==> config.mk <==
export PLATFORM = sky130hd
export DESIGN_NAME = seq_div
export DESIGN_NICKNAME = d
export VERILOG_FILES = /design/src/rtl/seq_div.sv
export SDC_FILE = /design/constraint.sdc
export NUM_CORES = 1
export LEC_CHECK = 0
export ABC_CLOCK_PERIOD_IN_PS = 2900
export CAP_MARGIN = 10
export CORE_MARGIN = 2
export CORE_UTILIZATION = 45
export CTS_CLUSTER_SIZE = 28
export DETAILED_ROUTE_END_ITERATION = 10
export PLACE_DENSITY = 0.74
export RECOVER_POWER = 25
export SYNTH_ARGS = -nofsm -noshare
export SYNTH_HDL_FRONTEND = slang
export SYNTH_SLANG_ARGS = --single-unit
==> constraint.sdc <==
create_clock -name clk -period 2.9 [get_ports clk]
set_input_delay 0.725 -clock clk [delete_from_list [all_inputs] [get_ports clk]]
set_output_delay 0.725 -clock clk [all_outputs]
set_load 0.03 [all_outputs]
==> src/rtl/seq_div.sv <==
// seq_div: 4-step restoring divider on sign-magnitude operands (5-bit dividend / 3-bit divisor).
// Ports:
//   clk              sole clock, rising edge
//   rst              synchronous active-high reset
//   i_start          begin a division (sampled only in IDLE)
//   i_dividend[4:0]  sign-magnitude, [4]=sign, [3:0]=magnitude
//   i_divisor[2:0]   sign-magnitude, [2]=sign, [1:0]=magnitude
//   o_quotient[4:0]  sign-magnitude result, held until the next completion
//   o_remainder[2:0] sign-magnitude remainder (only with DIV_REM_EN)
//   o_busy           high while iterating
//   o_done           one-cycle pulse when results become valid
//   o_zero_flag      quotient magnitude is zero
//   o_negative_flag  quotient sign bit
//   o_div_by_zero    last accepted divisor magnitude was zero
// Build option: define DIV_REM_EN to expose the remainder port and register.
module seq_div (
    input  logic       clk,
    input  logic       rst,
    input  logic       i_start,
    input  logic [4:0] i_dividend,
    input  logic [2:0] i_divisor,
    output logic [4:0] o_quotient,
`ifdef DIV_REM_EN
    output logic [2:0] o_remainder,
`endif
    output logic       o_busy,
    output logic       o_done,
    output logic       o_zero_flag,
    output logic       o_negative_flag,
    output logic       o_div_by_zero
);
    typedef enum logic [1:0] {IDLE, RUN, DONE} state_t;
    state_t     r_state, w_next;
    logic [3:0] r_q;
    logic [1:0] r_rem, r_dvs, r_cnt;
    logic       r_qs, r_dbz_pend, r_dbz;
    logic [4:0] r_quot;
    logic       w_accept, w_last, w_qbit;
    logic [2:0] w_shift;
    logic [3:0] w_diff, w_qmag;
    logic [1:0] w_rem_n;
`ifdef DIV_REM_EN
    logic       r_rs;
    logic [2:0] r_remo;
`endif
    assign w_accept = (r_state == IDLE) && i_start && !r_dbz_pend;
    assign w_last   = (r_state == RUN) && (r_cnt == 2'd3);
    // r_q holds unconsumed dividend bits at the top and new quotient bits at the bottom
    assign w_shift  = {r_rem, r_q[3]};
    assign w_diff   = {1'b0, w_shift} - {2'b00, r_dvs};
    assign w_qbit   = ~w_diff[3];
    assign w_rem_n  = w_qbit ? w_diff[1:0] : w_shift[1:0];
    assign w_qmag   = {r_q[2:0], w_qbit};
    // A zero divisor waits one cycle in IDLE (r_dbz_pend) so DONE lands one edge after
    // the start without ever passing through RUN.
    always_comb begin
        w_next = (r_state == IDLE) ? (r_dbz_pend ? DONE : (w_accept && |i_divisor[1:0]) ? RUN : IDLE)
               : (r_state == RUN)  ? (w_last ? DONE : RUN)
               : IDLE;
    end
    always_ff @(posedge clk) begin
        if (rst) r_state <= IDLE;
        else     r_state <= w_next;
    end
    always_ff @(posedge clk) begin
        if (rst) begin
            r_q        <= '0;
            r_rem      <= '0;
            r_dvs      <= '0;
            r_cnt      <= '0;
            r_qs       <= 1'b0;
            r_dbz_pend <= 1'b0;
            r_dbz      <= 1'b0;
            r_quot     <= '0;
`ifdef DIV_REM_EN
            r_rs       <= 1'b0;
            r_remo     <= '0;
`endif
        end else begin
            r_dbz_pend <= w_accept && (i_divisor[1:0] == 2'b00);
            if (w_accept) begin
                r_q   <= i_dividend[3:0];
                r_rem <= '0;
                r_cnt <= '0;
                r_dvs <= i_divisor[1:0];
                r_qs  <= i_dividend[4] ^ i_divisor[2];
`ifdef DIV_REM_EN
                r_rs  <= i_dividend[4];
`endif
            end else if (r_state == RUN) begin
                r_q   <= w_qmag;
                r_rem <= w_rem_n;
                r_cnt <= r_cnt + 2'd1;
            end
            if (r_dbz_pend) begin
                r_quot <= '0;
                r_dbz  <= 1'b1;
`ifdef DIV_REM_EN
                r_remo <= '0;
`endif
            end else if (w_last) begin
                r_quot <= {r_qs && |w_qmag, w_qmag};
                r_dbz  <= 1'b0;
`ifdef DIV_REM_EN
                r_remo <= {r_rs && |w_rem_n, w_rem_n};
`endif
            end
        end
    end
    assign o_quotient      = r_quot;
`ifdef DIV_REM_EN
    assign o_remainder     = r_remo;
`endif
    assign o_busy          = (r_state == RUN);
    assign o_done          = (r_state == DONE);
    assign o_zero_flag     = (r_quot[3:0] == 4'd0);
    assign o_negative_flag = r_quot[4];
    assign o_div_by_zero   = r_dbz;
endmodule

==> metrics.cfg, run 1 <==
[global_routing]
track_usage_pct=16.0
grt-ovfl-total=0
grt_max_degree=15
grt_pass1_wl_um=2990
grt_antenna_before_repair=0
grt_pass1_vias=716

[die]
coreArea_um2=1940
die_h_um=49.3
dieArea_um2=2430
ios=21
die_x_um=49.3
std_cell_rows=16
start_util_pct=47.6

[routing]
routedLengthMet1_um=844
drc=0
wl_met2_um=796
met3_length_um=79
vias=744
drt_pass1_iterations=4
detail_route.vias_per_cell=5.20
drt-initial-drc-count=13
finalWirelength_um=1740
antenna_left=0
top_layer=met4
wl_per_cell_um=12.2

[clocking]
cts-root-buf=clkbuf_4
ctsHoldBuffers=0
cts_max_level=1
worstSkewPairLatency_ps=300
post_cts_resized=0
post-cts-setup-buffers=0
numCtsBuffers=3
clk_pin_slew_ps=110
cts_num_sinks=20
cts_tree=done
clk_path_buf_depth=2

[critical_path]
path_max_fanout=14
end_kind=primary output
crit_family=buffers and inverters
crit_path_top_delay_cell=clkdlybuf4s50_1
worstPathRequired_ps=2170
max_stage_delay_ps=720
critPathBufInv=2
critPathArrivalTime_ps=1910
path_class=reg2out
startpoint_type=flip-flop
cp_cell_sequence=nand2b_1 -> inv_2 -> clkdlybuf4s50_1

[final_layout]
diodes=0
fin_nets=132
fin_cells=143
fillerInstances=182
finalInstanceArea_um2=1140
layout-drive-gt1-share_pct=10.3
area_growth_pct=23.3

[pwr]
ir_worst_vdd_uv=286
leakagePower_nw=0.416
powerDensity_nw_per_um2=453

[synthesis]
synthArstFlopShare_pct=0
synthAdderAreaFrac_pct=4.07
synth_compound_area_share_pct=13.6
yosys_warnings=0
ys_types=35
yosys.area_share.simple_pct=26.7
post-synth-top-area-cell=dfxtp_1
syn_avg_cell_area_um2=9.42
yosysMostFrequentCell=dfxtp_1
synth_nets=112
synth_edf_count=0
synthXorXnorAreaFrac_pct=1.90
netlist_area_um2=923
synthMuxAreaShare_pct=5.42
ys_seq_elements=20
synth_ff_type=dfxtp_1
synth_top_area_share_pct=43.4
synth_area_leaders=dfxtp_1 43%, mux2i_1 5.4%, a21oi_1 4.3%
synth_seq_area_share_pct=43.4
synth_top_family_by_area=simple AND/OR/NAND/NOR gates
netlist_instances=98
synth.cells.most_frequent=20 x dfxtp_1, 9 x nand2_1, 8 x a21oi_1, 8 x nor2_1, 8 x nor3_1

[placed_design]
dp.cells=140
pre_cts_ws_ps=610
placed_area_um2=1130
gp_congestion=0.781
place_hpwl_um=1310
io_buffers=20

[sta]
setup_slack_ps=268
rsz0062_at_grt=no
relSlewSlack_pct=54.8
slew_viol_final=0
hold_viol=0
worstMarginPinSlew_ps=676
tns_ps=0
period_share_pct=90.8
layout_min_cycle_time_ps=2630
setup_viol=0
worst_clock_skew_ps=0.744
fmax_mhz=380

[min_path]
hp-class=reg2reg

[run_status]
status=finished clean

[flow_run]
drv_cap=0

==> placed cells by master, fill, tap and decap left out, drive strengths merged <==
cell type	synthesis	layout
a21o	1	1
nor2	8	8
inv	3	3
o21ai	1	1
or2	1	1
and2b	1	1
a22oi	3	3
clkdlybuf4s50	0	19
or3	1	1
nand2b	2	2
a21oi	9	9
nor4	2	2
nand3	2	2
nor4b	2	2
nand2	9	9
or4	1	1
nor3b	1	1
dlygate4sd3	0	1
a211oi	2	2
a31oi	1	1
nor2b	3	3
clkbuf	1	4
xnor2	2	2
ha	3	3
dfxtp	20	20
nor3	8	8
mux2i	5	5
a2111oi	1	1
==> layout make-up <==
type / count / area [um^2] / share of cell area, %
multi-input cells: 69 / 467 / 41.0
well taps: 27 / 33.8 / 2.97
flip-flops and latches: 20 / 400 / 35.2
repair buffers: 21 / 204 / 17.9
clock buffers: 3 / 22.5 / 1.98
inverters: 3 / 11.3 / 0.989
==> kinds of logic (layout without fill, tap and decap cells) <==
group,count (synthesis),count (layout)
XOR/XNOR,2,2
flip-flops,20,20
multiplexers,5,5
AND/OR/NAND/NOR,41,41
buffers and inverters,9,27
AO/OA/AOI/OAI,18,18
adder cells (fa/ha/maj),3,3
==> worst paths after layout <==
check | startpoint | slack (ps) | to | cells after the start
min | r_cnt[1] | 470 | r_cnt[1] | 2
max | r_state[0] | 270 | o_busy | 3
min reg2reg | r_cnt[1] | 470 | r_cnt[1] | 2
max reg2reg | r_dbz_pend | 1300 | r_q[0] | 3
==> metrics by stage <==
step / utilization (%) / hold WS (ps) / power (W)
2_1_floorplan: - / 439 / 0.000366
3_3_place_gp: 58.2 / 446 / 0.000392
4_1_cts: 59.3 / 474 / 0.000521
5_1_grt: 58.6 / 494 / 0.000545
6_report: 58.6 / 470 / 0.000516
3_5_place_dp: 58.2 / 458 / 0.000394
==> where the power goes <==
part,internal [W],switching [W],leakage (nW),total [W]
Clock,0.0000485,0.0000829,0.0138,0.000131
Sequential,0.000287,0.0000119,0.163,0.000299
Combinational,0.0000406,0.0000445,0.239,0.0000851
==> worst register-to-register path: stages, from the launching register on <==
cell	delay, ps
dfxtp_1	420
nor4b_4	680
nor3_1	120
a2111oi_2	290
==> registers in the layout, indices dropped and copies added, names as in the netlist, 2 cells and up <==
signal      count
r_cnt           2
r_state         2
r_rem           2
o_quotient      5
r_dvs           2
r_q             4
==> routing by layer <==
layer	up-vias	global-route usage, %
li1	384	-
met1	343	20.1
met2	15	25.7
met3	2	3.07
met4	0	8.57
met5	-	0
Note: power is estimated with default switching activity, not from simulation.
==> run 2, diff against run 1 <==
--- a/config.mk
+++ b/config.mk
@@ -9,6 +9,7 @@
 export CAP_MARGIN = 10
 export CORE_MARGIN = 2
 export CORE_UTILIZATION = 45
+export CTS_BUF_LIST = sky130_fd_sc_hd__clkbuf_16
 export CTS_CLUSTER_SIZE = 28
 export DETAILED_ROUTE_END_ITERATION = 10
 export PLACE_DENSITY = 0.74
==> metrics.cfg, run 2 (same netlist as run 1, synthesis figures left out) <==
[clocking]
post-cts-setup-buffers=0  ; unchanged
cts_tree=done
worstSkewPairLatency_ps=250  ; -50 ps
numCtsBuffers=3  ; unchanged
cts_max_level=1  ; unchanged
cts-root-buf=clkbuf_16
post_cts_resized=0  ; unchanged
clk_pin_slew_ps=50  ; -60 ps
ctsHoldBuffers=0  ; unchanged
cts_num_sinks=20  ; unchanged
clk_path_buf_depth=2  ; unchanged

[routing]
drt_pass1_iterations=2  ; -2
finalWirelength_um=1770  ; +1.6%
drt-initial-drc-count=11  ; -2
detail_route.vias_per_cell=5.18  ; -0.40%
vias=741  ; -0.40%
drc=0  ; unchanged
antenna_left=0  ; unchanged
wl_per_cell_um=12.4  ; +1.6%

[final_layout]
layout-drive-gt1-share_pct=10.3  ; unchanged
largest_reg_flops=5  ; unchanged
fin_nets=132  ; unchanged
fillerInstances=174  ; -4.4%
diodes=0  ; unchanged
final_common_cell=dfxtp_1
area_growth_pct=29.0
final_cell_mix=20 x dfxtp_1, 19 x clkdlybuf4s50_1, 9 x nand2_1

[pwr]
switching_share_pct=22.8  ; -4.2 points
p_comb_share_pct=13.0  ; -3.5 points
ir_worst_vdd_uv=336  ; +17%
p_switching_w=0.000151  ; +8.2%
p_clk_share_pct=41.7  ; +16 points
p_int_w=0.000510  ; +35%
powerDensity_nw_per_um2=555  ; +22%
total_power_w=0.000661  ; +28%
power_frac_seq_pct=45.4  ; -13 points
leakagePower_nw=0.439  ; +5.6%

[min_path]
hp-class=reg2reg
min_path_cells=2  ; unchanged
holdPathEnd=r_cnt[1]
hold_start=r_cnt[1]

[global_routing]
grt_pass1_vias=702  ; -2.0%
grt_max_degree=15  ; unchanged
grt_use_met1_pct=20.3  ; +0.19 points
track_usage_pct=16.4  ; +0.45 points
grt-ovfl-total=0  ; unchanged
grt_busiest_layer=met2
grt_antenna_before_repair=0  ; unchanged
grtUsageMet3_pct=3.37  ; +0.31 points
met2_usage_pct=27.0  ; +1.4 points
grt_pass1_wl_um=3060  ; +2.1%

[sta]
slew_viol_final=0  ; unchanged
rsz0062_at_grt=no
period_share_pct=88.4  ; -2.3 points
hold_viol=0  ; unchanged
worst_clock_skew_ps=1.45  ; +0.705 ps
holdWs_ps=463  ; -7.17 ps
setup_viol=0  ; unchanged
tns_ps=0  ; unchanged
relSlewSlack_pct=54.9  ; +0.11 points
layout_min_cycle_time_ps=2560  ; -67.7 ps
worstMarginPinSlew_ps=674  ; -1.65 ps
fmax_mhz=390  ; +2.6%

[die]
std_cell_rows=16  ; unchanged
die_x_um=49.3  ; unchanged
dieArea_um2=2430  ; unchanged
die_h_um=49.3  ; unchanged
ios=21  ; unchanged
start_util_pct=47.6  ; unchanged
coreArea_um2=1940  ; unchanged

[critical_path]
critPathBufInv=2  ; unchanged
r2r_setup_slack_ps=1260  ; -40 ps
path_max_fanout=14  ; unchanged
r2r_end=r_q[0]
worstReg2RegStart=r_dbz_pend
cp_cell_sequence=nand2b_1 -> inv_2 -> clkdlybuf4s50_1
reg2reg_depth=3  ; unchanged
end_kind=primary output
critPathArrivalTime_ps=1840  ; -70 ps
path_class=reg2out
max_stage_delay_ps=720  ; about the same
startpoint_type=flip-flop
crit_family=buffers and inverters
worstPathRequired_ps=2170  ; about the same
crit_path_top_delay_cell=clkdlybuf4s50_1

[run_status]
status=finished clean

[flow_run]
drv_cap=0  ; unchanged

[placed_design]
io_buffers=20  ; unchanged
gp_congestion=0.781  ; unchanged
place_hpwl_um=1310  ; unchanged

run 2: cell types whose count changed in the layout (fill, tap and decap cells not counted):
cell and change:
clkbuf_16 +3, clkbuf_4 -3
run 2: stage by stage:
step	std cells	util, %	cell area (um^2)	setup slack, ps
floorplan	98	-	923	740
global placement	140	58.2	1130	664
detailed placement	140	58.2	1130	610
CTS	143	62.0	1200	414
global route	143	61.3	1190	254
finish	143	61.3	1190	336
run 2: per-layer routing:
metal,part of all wire [%],routed length (um)
met5,0,0
met4,1.3,23
met3,4.1,72
met2,47,831
met1,48,841
run 2: final cells by class:
cell class | instances | area, um^2 | area share, %
clock buffer | 3 | 75.1 | 6.30
inverter | 3 | 11.3 | 0.945
multi-input combinational | 69 | 467 | 39.2
sequential | 20 | 400 | 33.6
tap | 27 | 33.8 | 2.84
timing repair buffer | 21 | 204 | 17.1
run 2: how the worst max path moves through the flow:
| stage | startpoint | endpoint | cells past startpoint |
|---|---|---|---|
| after floorplan | o_quotient[3] | o_zero_flag | 1 |
| after global placement | i_start | r_q[0] | 4 |
| after detailed placement | i_start | r_q[0] | 4 |
| after CTS | r_state[0] | o_busy | 3 |
| after global routing | r_state[0] | o_busy | 3 |
| final | r_state[0] | o_busy | 3 |
run 2: worst min-delay path: stages (launching register included):
cell	delay, ps
dfxtp_1	310
nand2_1	50
a21oi_1	50
run 2: power groups by stage:
stage	sequential [W]	combinational, W	clock, W
5_1_grt	0.000301	0.0000950	0.000293
2_1_floorplan	0.000303	0.0000626	0
3_3_place_gp	0.000306	0.0000862	0
6_report	0.000300	0.0000856	0.000275
3_5_place_dp	0.000306	0.0000876	0
4_1_cts	0.000300	0.0000887	0.000279
==> run 3, diff against run 2 <==
--- a/config.mk
+++ b/config.mk
@@ -14,6 +14,7 @@
 export DETAILED_ROUTE_END_ITERATION = 10
 export PLACE_DENSITY = 0.74
 export RECOVER_POWER = 25
+export SKIP_CTS_REPAIR_TIMING = 1
 export SYNTH_ARGS = -nofsm -noshare
 export SYNTH_HDL_FRONTEND = slang
 export SYNTH_SLANG_ARGS = --single-unit
==> results of run 3 <==
No change in the layout: final DEF, timing and power equal those of run 2.
